[config.mk]
export PLATFORM = sky130hd
export DESIGN_NAME = cache_port_arbiter_flat
export DESIGN_NICKNAME = d
export VERILOG_FILES = /design/src/rtl/cache_pkg.sv /design/src/rtl/cache_port_arbiter_if.sv /design/src/rtl/rr_pick.sv /design/src/rtl/cache_port_arbiter.sv /design/src/flat_wrapper.sv
export SDC_FILE = /design/constraint.sdc
export NUM_CORES = 1
export LEC_CHECK = 0
export CAP_MARGIN = 20
export CORE_ASPECT_RATIO = 0.75
export CORE_UTILIZATION = 47
export DETAILED_ROUTE_END_ITERATION = 7
export HOLD_SLACK_MARGIN = 0.08
export PLACE_DENSITY = 0.75
export SYNTH_ARGS = -nofsm -noshare
export SYNTH_HDL_FRONTEND = slang
export SYNTH_SLANG_ARGS = --single-unit
[constraint.sdc]
create_clock -name clk -period 3.4 [get_ports clk]
set_clock_uncertainty 0.15 [all_clocks]
set_input_delay 0.51 -clock clk [delete_from_list [all_inputs] [get_ports clk]]
set_output_delay 0.51 -clock clk [all_outputs]
set_load 0.05 [all_outputs]
[src/rtl/cache_pkg.sv]
// Shared constants and types for the cache port arbiter.
package cache_pkg;

  localparam int unsigned NREQ            = 8;
  localparam int unsigned SELW            = 3;
  localparam int unsigned TIMEOUT_DEFAULT = 16;

  typedef enum logic {
    ARB_IDLE = 1'b0,
    ARB_BUSY = 1'b1
  } arb_state_e;

  function automatic logic [NREQ-1:0] sel_to_onehot(logic [SELW-1:0] s);
    return NREQ'(1) << s;
  endfunction

endpackage

[src/rtl/cache_port_arbiter_if.sv]
// Request/grant bundle between the requester bank and the cache port arbiter.
interface cache_port_arbiter_if;
  import cache_pkg::*;

  logic [NREQ-1:0] req;
  logic            done;
  logic [SELW-1:0] sel;
  logic [NREQ-1:0] gnt;
  logic            start;
  logic            busy;
  logic            timeout_err;

  modport master (
    input  req,
    input  done,
    output sel,
    output gnt,
    output start,
    output busy,
    output timeout_err
  );

  modport slave (
    output req,
    output done,
    input  sel,
    input  gnt,
    input  start,
    input  busy,
    input  timeout_err
  );

endinterface

[src/rtl/rr_pick.sv]
// Round-robin winner pick: rotate requests so ptr sits at bit 0, then take the lowest set bit.
module rr_pick
  import cache_pkg::*;
(
  input  logic [NREQ-1:0] req,
  input  logic [SELW-1:0] ptr,
  output logic            found,
  output logic [SELW-1:0] idx
);

  logic [2*NREQ-1:0] dbl;
  logic [NREQ-1:0]   rot;
  logic [SELW-1:0]   off;

  always_comb begin
    dbl   = {req, req} >> ptr;
    rot   = dbl[NREQ-1:0];
    found = |rot;
    off   = '0;
    for (int i = NREQ - 1; i >= 0; i--) begin
      if (rot[i]) off = SELW'(i);
    end
    // Offset is relative to ptr; 3-bit add wraps back to an absolute index.
    idx = ptr + off;
  end

endmodule

[src/rtl/cache_port_arbiter.sv]
// Round-robin arbiter for the shared cache port: one-hot grant, mux select, start pulse.
// Optional forced release after TIMEOUT busy cycles when ARB_TIMEOUT_EN is defined.
module cache_port_arbiter
  import cache_pkg::*;
#(
  parameter int unsigned TIMEOUT = TIMEOUT_DEFAULT
) (
  input  logic                 clk,
  input  logic                 reset,
  cache_port_arbiter_if.master bus
);

  arb_state_e      state_q, state_d;
  logic [SELW-1:0] ptr_q, ptr_d;
  logic [SELW-1:0] sel_q, sel_d;
  logic [NREQ-1:0] gnt_q, gnt_d;
  logic            start_q, start_d;
  logic            busy_q, busy_d;
  logic            terr_q, terr_d;

  logic [NREQ-1:0] cand;
  logic [SELW-1:0] scan_ptr;
  logic [SELW-1:0] pick_idx;
  logic            pick_found;
  logic            tmo_hit;
  logic            release_w;
  logic            grant_new;

  // Masking the current owner keeps it from being re-granted on its own done.
  assign cand     = bus.req & ~gnt_q;
  assign scan_ptr = (state_q == ARB_BUSY) ? sel_q + SELW'(1) : ptr_q;

  rr_pick u_pick (
    .req   (cand),
    .ptr   (scan_ptr),
    .found (pick_found),
    .idx   (pick_idx)
  );

  assign release_w = (state_q == ARB_BUSY) && (bus.done || tmo_hit);
  assign grant_new = pick_found && ((state_q == ARB_IDLE) || release_w);

`ifdef ARB_TIMEOUT_EN
  localparam int unsigned CntW = $clog2(TIMEOUT + 1);

  logic [CntW-1:0] cnt_q, cnt_d;

  // cnt_q counts completed busy cycles; the TIMEOUT-th one ends in a forced release.
  assign tmo_hit = (state_q == ARB_BUSY) && (cnt_q == CntW'(TIMEOUT - 1));

  always_comb begin
    cnt_d = cnt_q;
    if (grant_new) begin
      cnt_d = '0;
    end else if (state_q == ARB_BUSY) begin
      cnt_d = cnt_q + CntW'(1);
    end
  end

  always_ff @(posedge clk or posedge reset) begin
    if (reset) begin
      cnt_q <= '0;
    end else begin
      cnt_q <= cnt_d;
    end
  end
`else
  logic unused_timeout;

  assign tmo_hit        = 1'b0;
  assign unused_timeout = ^TIMEOUT;
`endif

  always_ff @(posedge clk or posedge reset) begin
    if (reset) begin
      state_q <= ARB_IDLE;
    end else begin
      state_q <= state_d;
    end
  end

  always_comb begin
    state_d = state_q;
    case (state_q)
      ARB_IDLE: if (pick_found) state_d = ARB_BUSY;
      ARB_BUSY: if (release_w && !pick_found) state_d = ARB_IDLE;
      default:  state_d = ARB_IDLE;
    endcase
  end

  always_comb begin
    sel_d   = sel_q;
    gnt_d   = gnt_q;
    start_d = 1'b0;
    busy_d  = (state_d == ARB_BUSY);
    ptr_d   = ptr_q;
    terr_d  = tmo_hit && !bus.done;
    if (grant_new) begin
      sel_d   = pick_idx;
      gnt_d   = sel_to_onehot(pick_idx);
      start_d = 1'b1;
    end else if (release_w) begin
      gnt_d = '0;
    end
    if (release_w) begin
      ptr_d = sel_q + SELW'(1);
    end
  end

  always_ff @(posedge clk or posedge reset) begin
    if (reset) begin
      ptr_q   <= '0;
      sel_q   <= '0;
      gnt_q   <= '0;
      start_q <= 1'b0;
      busy_q  <= 1'b0;
      terr_q  <= 1'b0;
    end else begin
      ptr_q   <= ptr_d;
      sel_q   <= sel_d;
      gnt_q   <= gnt_d;
      start_q <= start_d;
      busy_q  <= busy_d;
      terr_q  <= terr_d;
    end
  end

  assign bus.sel         = sel_q;
  assign bus.gnt         = gnt_q;
  assign bus.start       = start_q;
  assign bus.busy        = busy_q;
  assign bus.timeout_err = terr_q;

  gnt_onehot: assert property (@(posedge clk) disable iff (reset) $onehot0(gnt_q));
  gnt_matches_sel: assert property (@(posedge clk) disable iff (reset) busy_q |-> gnt_q[sel_q]);

endmodule
[src/flat_wrapper.sv]
// flat-port wrapper written by rule: the top's interface ports become plain ports
module cache_port_arbiter_flat import cache_pkg::*;
#(
  parameter int unsigned TIMEOUT = TIMEOUT_DEFAULT
)
  (clk, reset, bus_req, bus_done, bus_sel, bus_gnt, bus_start, bus_busy, bus_timeout_err);
  cache_port_arbiter_if bus_i ();
  input  logic clk;
  input  logic reset;
  input wire logic [$bits(bus_i.req)-1:0] bus_req;
  input wire logic [$bits(bus_i.done)-1:0] bus_done;
  output wire logic [$bits(bus_i.sel)-1:0] bus_sel;
  output wire logic [$bits(bus_i.gnt)-1:0] bus_gnt;
  output wire logic [$bits(bus_i.start)-1:0] bus_start;
  output wire logic [$bits(bus_i.busy)-1:0] bus_busy;
  output wire logic [$bits(bus_i.timeout_err)-1:0] bus_timeout_err;
  assign bus_i.req = bus_req;
  assign bus_i.done = bus_done;
  assign bus_sel = bus_i.sel;
  assign bus_gnt = bus_i.gnt;
  assign bus_start = bus_i.start;
  assign bus_busy = bus_i.busy;
  assign bus_timeout_err = bus_i.timeout_err;
  cache_port_arbiter #(.TIMEOUT(TIMEOUT)) u_core (.clk(clk), .reset(reset), .bus(bus_i));
endmodule
After elaboration in Yosys (flattened, before gate mapping)
Index checks and enable logic that the tools add are counted.
{ "word_totals": {"reg_bits": 16, "word_cells": 34, "out_inout_bits": 14} }
{ "op_classes": {"shift": 2, "bitwise_logic": 3, "n_addsub": 2, "mux": 15, "reduce_logical": 7} }
{ "ops": {"columns": ["op", "count"], "rows": [
  ["2-to-1 mux 3 bit", 9],
  ["2-to-1 mux 8 bit", 2],
  [">> shifter 16 x 3 -> 8 bit", 1],
  ["AND 8 bit", 1],
  ["inverter 8 bit", 1],
  ["OR reduction 8 bit", 1],
  ["left shift 1 x 3 -> 8 bit, first input constant", 1],
  ["adder 3 x 1 -> 3 bit, second input constant", 1],
  ["adder 3 bit", 1],
  ["logical AND 1 bit", 3],
  ["2-to-1 mux 1 bit", 3],
  ["one-hot mux 1 bit (2 select lines)", 1],
  ["nonzero test 2 bit", 1],
  ["logical NOT 1 bit", 1],
  ["logical OR 1 bit", 1],
  ["inverter 1 bit", 1]
]} }

Depth between registers and ports, before layout
{ "depth": {"ltp_word": 14, "ltp_mapped": 17, "mapped_depth_nobuf": 15} }

Cells and area by module
A second synthesis with hierarchy kept.
{ "hier_totals": {"cells_unflattened": 135, "area_unflattened_um2": 1403.8} }
{ "by_module_without_submodules": {"columns": ["module", "cells_per_inst", "n_inst", "area_each_um2"], "rows": [
  ["cache_port_arbiter", 64, 1, 752.0],
  ["rr_pick", 71, 1, 651.9]
]} }

Least setup slack after synthesis
OpenSTA, ideal clock, no wires.
{ "synth_timing": {"path_type": "reg-to-reg", "startpoint": "register u_core.sel_q[0] (netlist: u_core.bus.sel[0])", "endpoint": "register u_core.gnt_q[4] (netlist: u_core.bus.gnt[4])", "period_less_slack_ns": 3.895, "path_slack_ns": -0.495, "setup_time_ns": 0.083, "arrival_time_ns": 3.662, "path_stages_with_launch": 17, "cell_sequence": "dfrtp_1 -> ha_1 -> mux2_4 -> buf_4 -> clkbuf_1 -> a31oi_1 -> a21oi_1 -> o32ai_1 -> o22a_1 -> ha_1 -> inv_1 -> fa_1 -> clkbuf_1 -> nand2b_1 -> nor3_1 -> a22oi_1 -> o21ai_0"} }
{ "synth_via": {"elab_chain_len": 14} }
{ "synth_lines": {"columns": ["element", "line_no", "rtl"], "rows": [
  ["start, declared", "cache_port_arbiter.sv:15", "logic [SELW-1:0] sel_q, sel_d;"],
  ["start signal, assigned", "cache_port_arbiter.sv:120", "sel_q <= sel_d;"],
  ["adder 3 x 1 -> 3 bit *", "cache_port_arbiter.sv:31", "assign scan_ptr = (state_q == ARB_BUSY) ? sel_q + SELW'(1) : ptr_q;"],
  ["2-to-1 mux 3 bit *", "cache_port_arbiter.sv:31", null],
  [">> shifter 16 x 3 -> 8 bit", "rr_pick.sv:16", "dbl = {req, req} >> ptr;"],
  ["2-to-1 mux 3 bit (8 in series)", "rr_pick.sv:21", "if (rot[i]) off = SELW'(i);"],
  ["adder 3 bit", "rr_pick.sv:24", "idx = ptr + off;"],
  ["left shift 1 x 3 -> 8 bit", "cache_pkg.sv:14", "return NREQ'(1) << s;"],
  ["2-to-1 mux 8 bit", "cache_port_arbiter.sv:98", "if (grant_new) begin"],
  ["end signal, assigned", "cache_port_arbiter.sv:121", "gnt_q <= gnt_d;"],
  ["end, declared", "cache_port_arbiter.sv:16", "logic [NREQ-1:0] gnt_q, gnt_d;"]
]} }
Mark *: on every way between the ends. The rest lies on a longest branch, timed or not.
A chain may end at the register's enable or synchronous reset.

Final worst setup path
{ "layout_timing": {"startpoint": "input bus_req[6]", "endpoint": "register u_core.gnt_q[4] (netlist: u_core.bus.gnt[4])"} }
{ "layout_via": {"elab_chain_len": 13} }
{ "layout_lines": {"columns": ["element", "line_no", "rtl"], "rows": [
  ["start, declared", "flat_wrapper.sv:10", "input wire logic [$bits(bus_i.req)-1:0] bus_req;"],
  ["AND 8 bit *", "cache_port_arbiter.sv:30", "assign cand = bus.req & ~gnt_q;"],
  [">> shifter 16 x 3 -> 8 bit *", "rr_pick.sv:16", null],
  ["2-to-1 mux 3 bit (8 in series)", "rr_pick.sv:21", null],
  ["adder 3 bit", "rr_pick.sv:24", null],
  ["left shift 1 x 3 -> 8 bit", "cache_pkg.sv:14", null],
  ["2-to-1 mux 8 bit", "cache_port_arbiter.sv:98", null]
]} }
Marks and branches as above.

==> results.md <==
Routing:
- The first routing iteration left 233 violations.
- In this run the remaining antenna-violating nets after routing total 0.
- The number of iterations in the first detailed-routing pass is 5.
- The per-cell routed wire length is 19.5 um.
- The ratio of routed vias to standard cells is 6.50.
- The count of vias placed by the detailed router is 1755.
- Wires add up to 5260 um.
- The number of DRC violations after detailed routing is 0.

Die:
- The row count is 16.
- For this configuration, the core starts out at a cell density of 51.9%.
- The I/O pin count is 25.
- The die footprint is 3260 um2.
- The die outline height is 49.7 um.
- The area of the core is 2740 um2.
- The die width is 65.6 um.

Min path:
- The hold path depth is 2.
- The worst hold endpoint is u_core.ptr_q[2]$_DFFE_PP0P_.
- The startpoint identified for the worst hold timing path is u_core.ptr_q[2]$_DFFE_PP0P_.
- The path class of the lowest-slack min-delay path is reg -> reg.

Outcome:
- The flow ran to the end, but the final reports show violations.
- The checks that failed: negative setup slack.

Clocking:
- For this design, the sink count on the clock tree is 16.
- TritonCTS built the clock tree.
- The clock passes through at most 2 buffers.
- Counting the buffers created by CTS gives 3.
- At the later pin of the worst-skew pair, clock insertion delay measures 0.25 ns.
- Clock-pin slew was measured on the worst setup and hold paths at 0.06 ns.
- The clock root buffer is clkbuf_8.
- CTS built an H-tree with a depth of 1.

STA:
- The final hold violation count is 0.
- The worst pin sits at a relative slew slack of 57.6%.
- The final worst setup slack is -0.200 ns.
- For the pin with the worst max-slew slack, the measured transition is 0.635 ns.
- The fraction of the cycle the final worst path needs is 106%.
- The maximum clock frequency is 0.278 GHz.
- Setup repair after global routing could not meet its margin everywhere.
- The number of max-slew violations in the final report is 0.
- The routed design could run at a clock period as short as 3.60 ns.
- Setup violations remaining at the end of the flow were counted as 10.

Global route:
- The residual overflow from global routing is 0.
- The fraction of met1 tracks used by global routing is 43.1%.
- The overall routing resource usage is 30.9%.
- The number of global-route vias before repair is 1557.
- For this run, global-route usage on met3 was measured as 8.56%.
- The most crowded layer after global routing is met2.
- The initial antenna violation count is 0.
- The first global-routing pass estimated 7550 um of wire.
- Global routing used 46.4% of the available met2 tracks.
- The maximum number of pins on one net before global-route repair is 17.

Worst setup path:
- The endpoint identified for the worst register-to-register timing path is u_core.bus.gnt[6]$_DFFE_PP0P_.
- The worst setup path is launched from a primary input.
- STA puts the critical path data required time at 3.42 ns.
- The type of the setup path with the least slack is in -> reg.
- The kind of end point of the critical path is a flip-flop.
- The setup check on the worst reg-to-reg path leaves a slack of -0.13 ns.
- The arrival time at the worst endpoint is 3.62 ns.
- The number of cell instances on the worst register-to-register path is 12.
- The beginning of the worst register-to-register path is u_core.bus.sel[1]$_DFFE_PP0P_.
- In this run the worst path has a maximum fanout of 6.

Yosys:
- In this run, synthesis inferred 0 flip-flops with an integrated enable.
- The netlist area before placement is 1420 um2.
- A synthesized cell averages 7.82 um2.
- The dominant register cell in the synthesized netlist is dfrtp_1.
- In this run, synthesis produced a sequential element count of 16.
- During synthesis, Yosys emitted a total of 0 warnings.
- When the netlist entered floorplanning its net count stood at 196.
- The cell count after synthesis is 182.
- After synthesis, the share of flip-flops with an asynchronous set or reset is 100%.
- The share of the Yosys chip area taken by registers is 28.1%.
- The number of distinct standard cells referenced by the synthesized netlist is 48.

Finish:
- Cells fill 80.7% of the core in the end.
- 0 antenna diodes ended up in the layout.
- The finished cells cover 2210 um2.
- The post-synthesis to final-layout area growth is 55.4%.
- Cells with a size suffix above 1 make up 37.2% of the layout.
- The count of nets after finishing is 249.

Placement:
- The congestion estimate from routability-driven global placement came to 0.961.
- Detailed placement finished with a half-perimeter wire length of 3480 um.
- OpenSTA, run right after detailed placement, puts the worst setup slack at -0.429 ns.
- During placement, the flow inserted port buffers numbering 23.
- The instance area at placement is 1900 um2.

Flow run:
- The count of max-cap constraint violations is 0.
==> metrics by stage <==
stage | TNS, ns | cells | hold slack (ns)
final | -1.27 | 270 | 0.335
after global placement | -3.61 | 260 | 0.315
after detailed placement | -3.27 | 260 | 0.326
after CTS | 0 | 265 | 0.341
after global routing | -1.55 | 270 | 0.386
after floorplan | 0 | 182 | 0.274
==> worst max path at each step <==
stage	startpoint	to	slack [ns]	cells past startpoint
after global placement	bus_req[5]	u_core.bus.gnt[4]$_DFFE_PP0P_	-0.44	15
after detailed placement	bus_req[5]	u_core.bus.gnt[3]$_DFFE_PP0P_	-0.43	13
after global routing	bus_req[6]	u_core.bus.gnt[4]$_DFFE_PP0P_	-0.24	14
after CTS	u_core.bus.sel[1]$_DFFE_PP0P_	u_core.bus.gnt[4]$_DFFE_PP0P_	0.004	15
after floorplan	u_core.bus.sel[0]$_DFFE_PP0P_	u_core.bus.gnt[5]$_DFFE_PP0P_	0.009	17
final	bus_req[6]	u_core.bus.gnt[4]$_DFFE_PP0P_	-0.20	14
==> flip-flops by register name (all words and copies together) (netlist names) <==
name              flops
u_core.bus.sel        3
u_core.state_q        1
u_core.bus.gnt        8
u_core.bus.start      1
u_core.ptr_q          3
==> cells in the final DEF, fill, tap and decap left out, types with 3 or more instances in the layout <==
| cell type | synthesis | routed |
|---|---|---|
| o211ai_1 | 3 | 3 |
| o21ai_1 | 1 | 7 |
| xnor2_1 | 3 | 3 |
| dfrtp_1 | 16 | 13 |
| nand4_1 | 3 | 3 |
| nand2b_4 | 0 | 3 |
| clkdlybuf4s50_1 | 0 | 22 |
| nor2b_1 | 10 | 7 |
| o21ai_0 | 15 | 6 |
| a21oi_2 | 2 | 7 |
| a22oi_1 | 5 | 5 |
| nand3_1 | 8 | 6 |
| dfrtp_2 | 0 | 3 |
| o21ai_2 | 0 | 3 |
| nor4_1 | 4 | 3 |
| inv_1 | 4 | 3 |
| nand2_1 | 23 | 20 |
| nand2b_1 | 14 | 11 |
| buf_6 | 1 | 4 |
| a21oi_1 | 11 | 6 |
| mux2i_1 | 4 | 4 |
| nor2_2 | 2 | 4 |
| nor2_1 | 8 | 6 |
| buf_4 | 2 | 29 |
| clkbuf_8 | 0 | 3 |
==> final cells by class <==
class	instances	area, um2
multi-input cells	150	1150
repair buffers	58	537
fillers	161	531
flip-flops and latches	16	404
clock buffers	4	45.0
well taps	36	45.0
inverters	6	26.3
==> cells by family after synthesis <==
kind of cell	synth area share [%]
AO/OA/AOI/OAI	27.9
XOR/XNOR	1.85
adder cells (fa/ha/maj)	3.16
buffers and inverters	5.36
flip-flops	28.1
multiplexers	4.66
other	0.263
AND/OR/NAND/NOR	28.7
==> Yosys cell counts (3+ instances only) <==
cell type / count / area (um2)
dfrtp_1: 16 / 400
o211ai_1: 3 / 22.5
nor2b_1: 10 / 62.6
a31oi_1: 3 / 18.8
nand2_1: 23 / 86.3
inv_1: 4 / 15.0
nor4_1: 4 / 25.0
a22oi_1: 5 / 37.5
nor2_1: 8 / 30.0
a21oi_1: 11 / 55.1
nand3_1: 8 / 40.0
o21ai_0: 15 / 75.1
mux2i_1: 4 / 40.0
xnor2_1: 3 / 26.3
clkbuf_1: 5 / 18.8
nand2b_1: 14 / 87.6
nor3_1: 3 / 15.0
nand4_1: 3 / 18.8
==> worst max-delay path: stages <==
cell and delay, ns:
clkdlybuf4s50_1 0.51, nand2b_1 0.16, a21oi_1 0.42, a22o_1 0.23, o2111ai_1 0.14, o2111ai_2 0.15, o22a_1 0.18, ha_2 0.17
inv_2 0.05, fa_2 0.66, nand2b_4 0.11, nor3_4 0.16, a22oi_1 0.08, o21ai_1 0.11
==> metal layers <==
metal  up-vias  routed length (um)
met5         -                   0
met3        28                 537
met1       828                2170
li1        773                   -
met2       126                2390
met4         0                 159
==> timing repair <==
action / in CTS / in global routing
pin swaps: 5 / 7
hold buffers: 0 / 0
buffers inserted: 1 / 4
gates resized for setup: 14 / 43
cloned: 0 / 1
endpoints found under the setup margin: 8 / 10
Power is left out: the tool's default activity adds up to more than one toggle a clock period on the data nets, which glitch-free logic cannot reach.
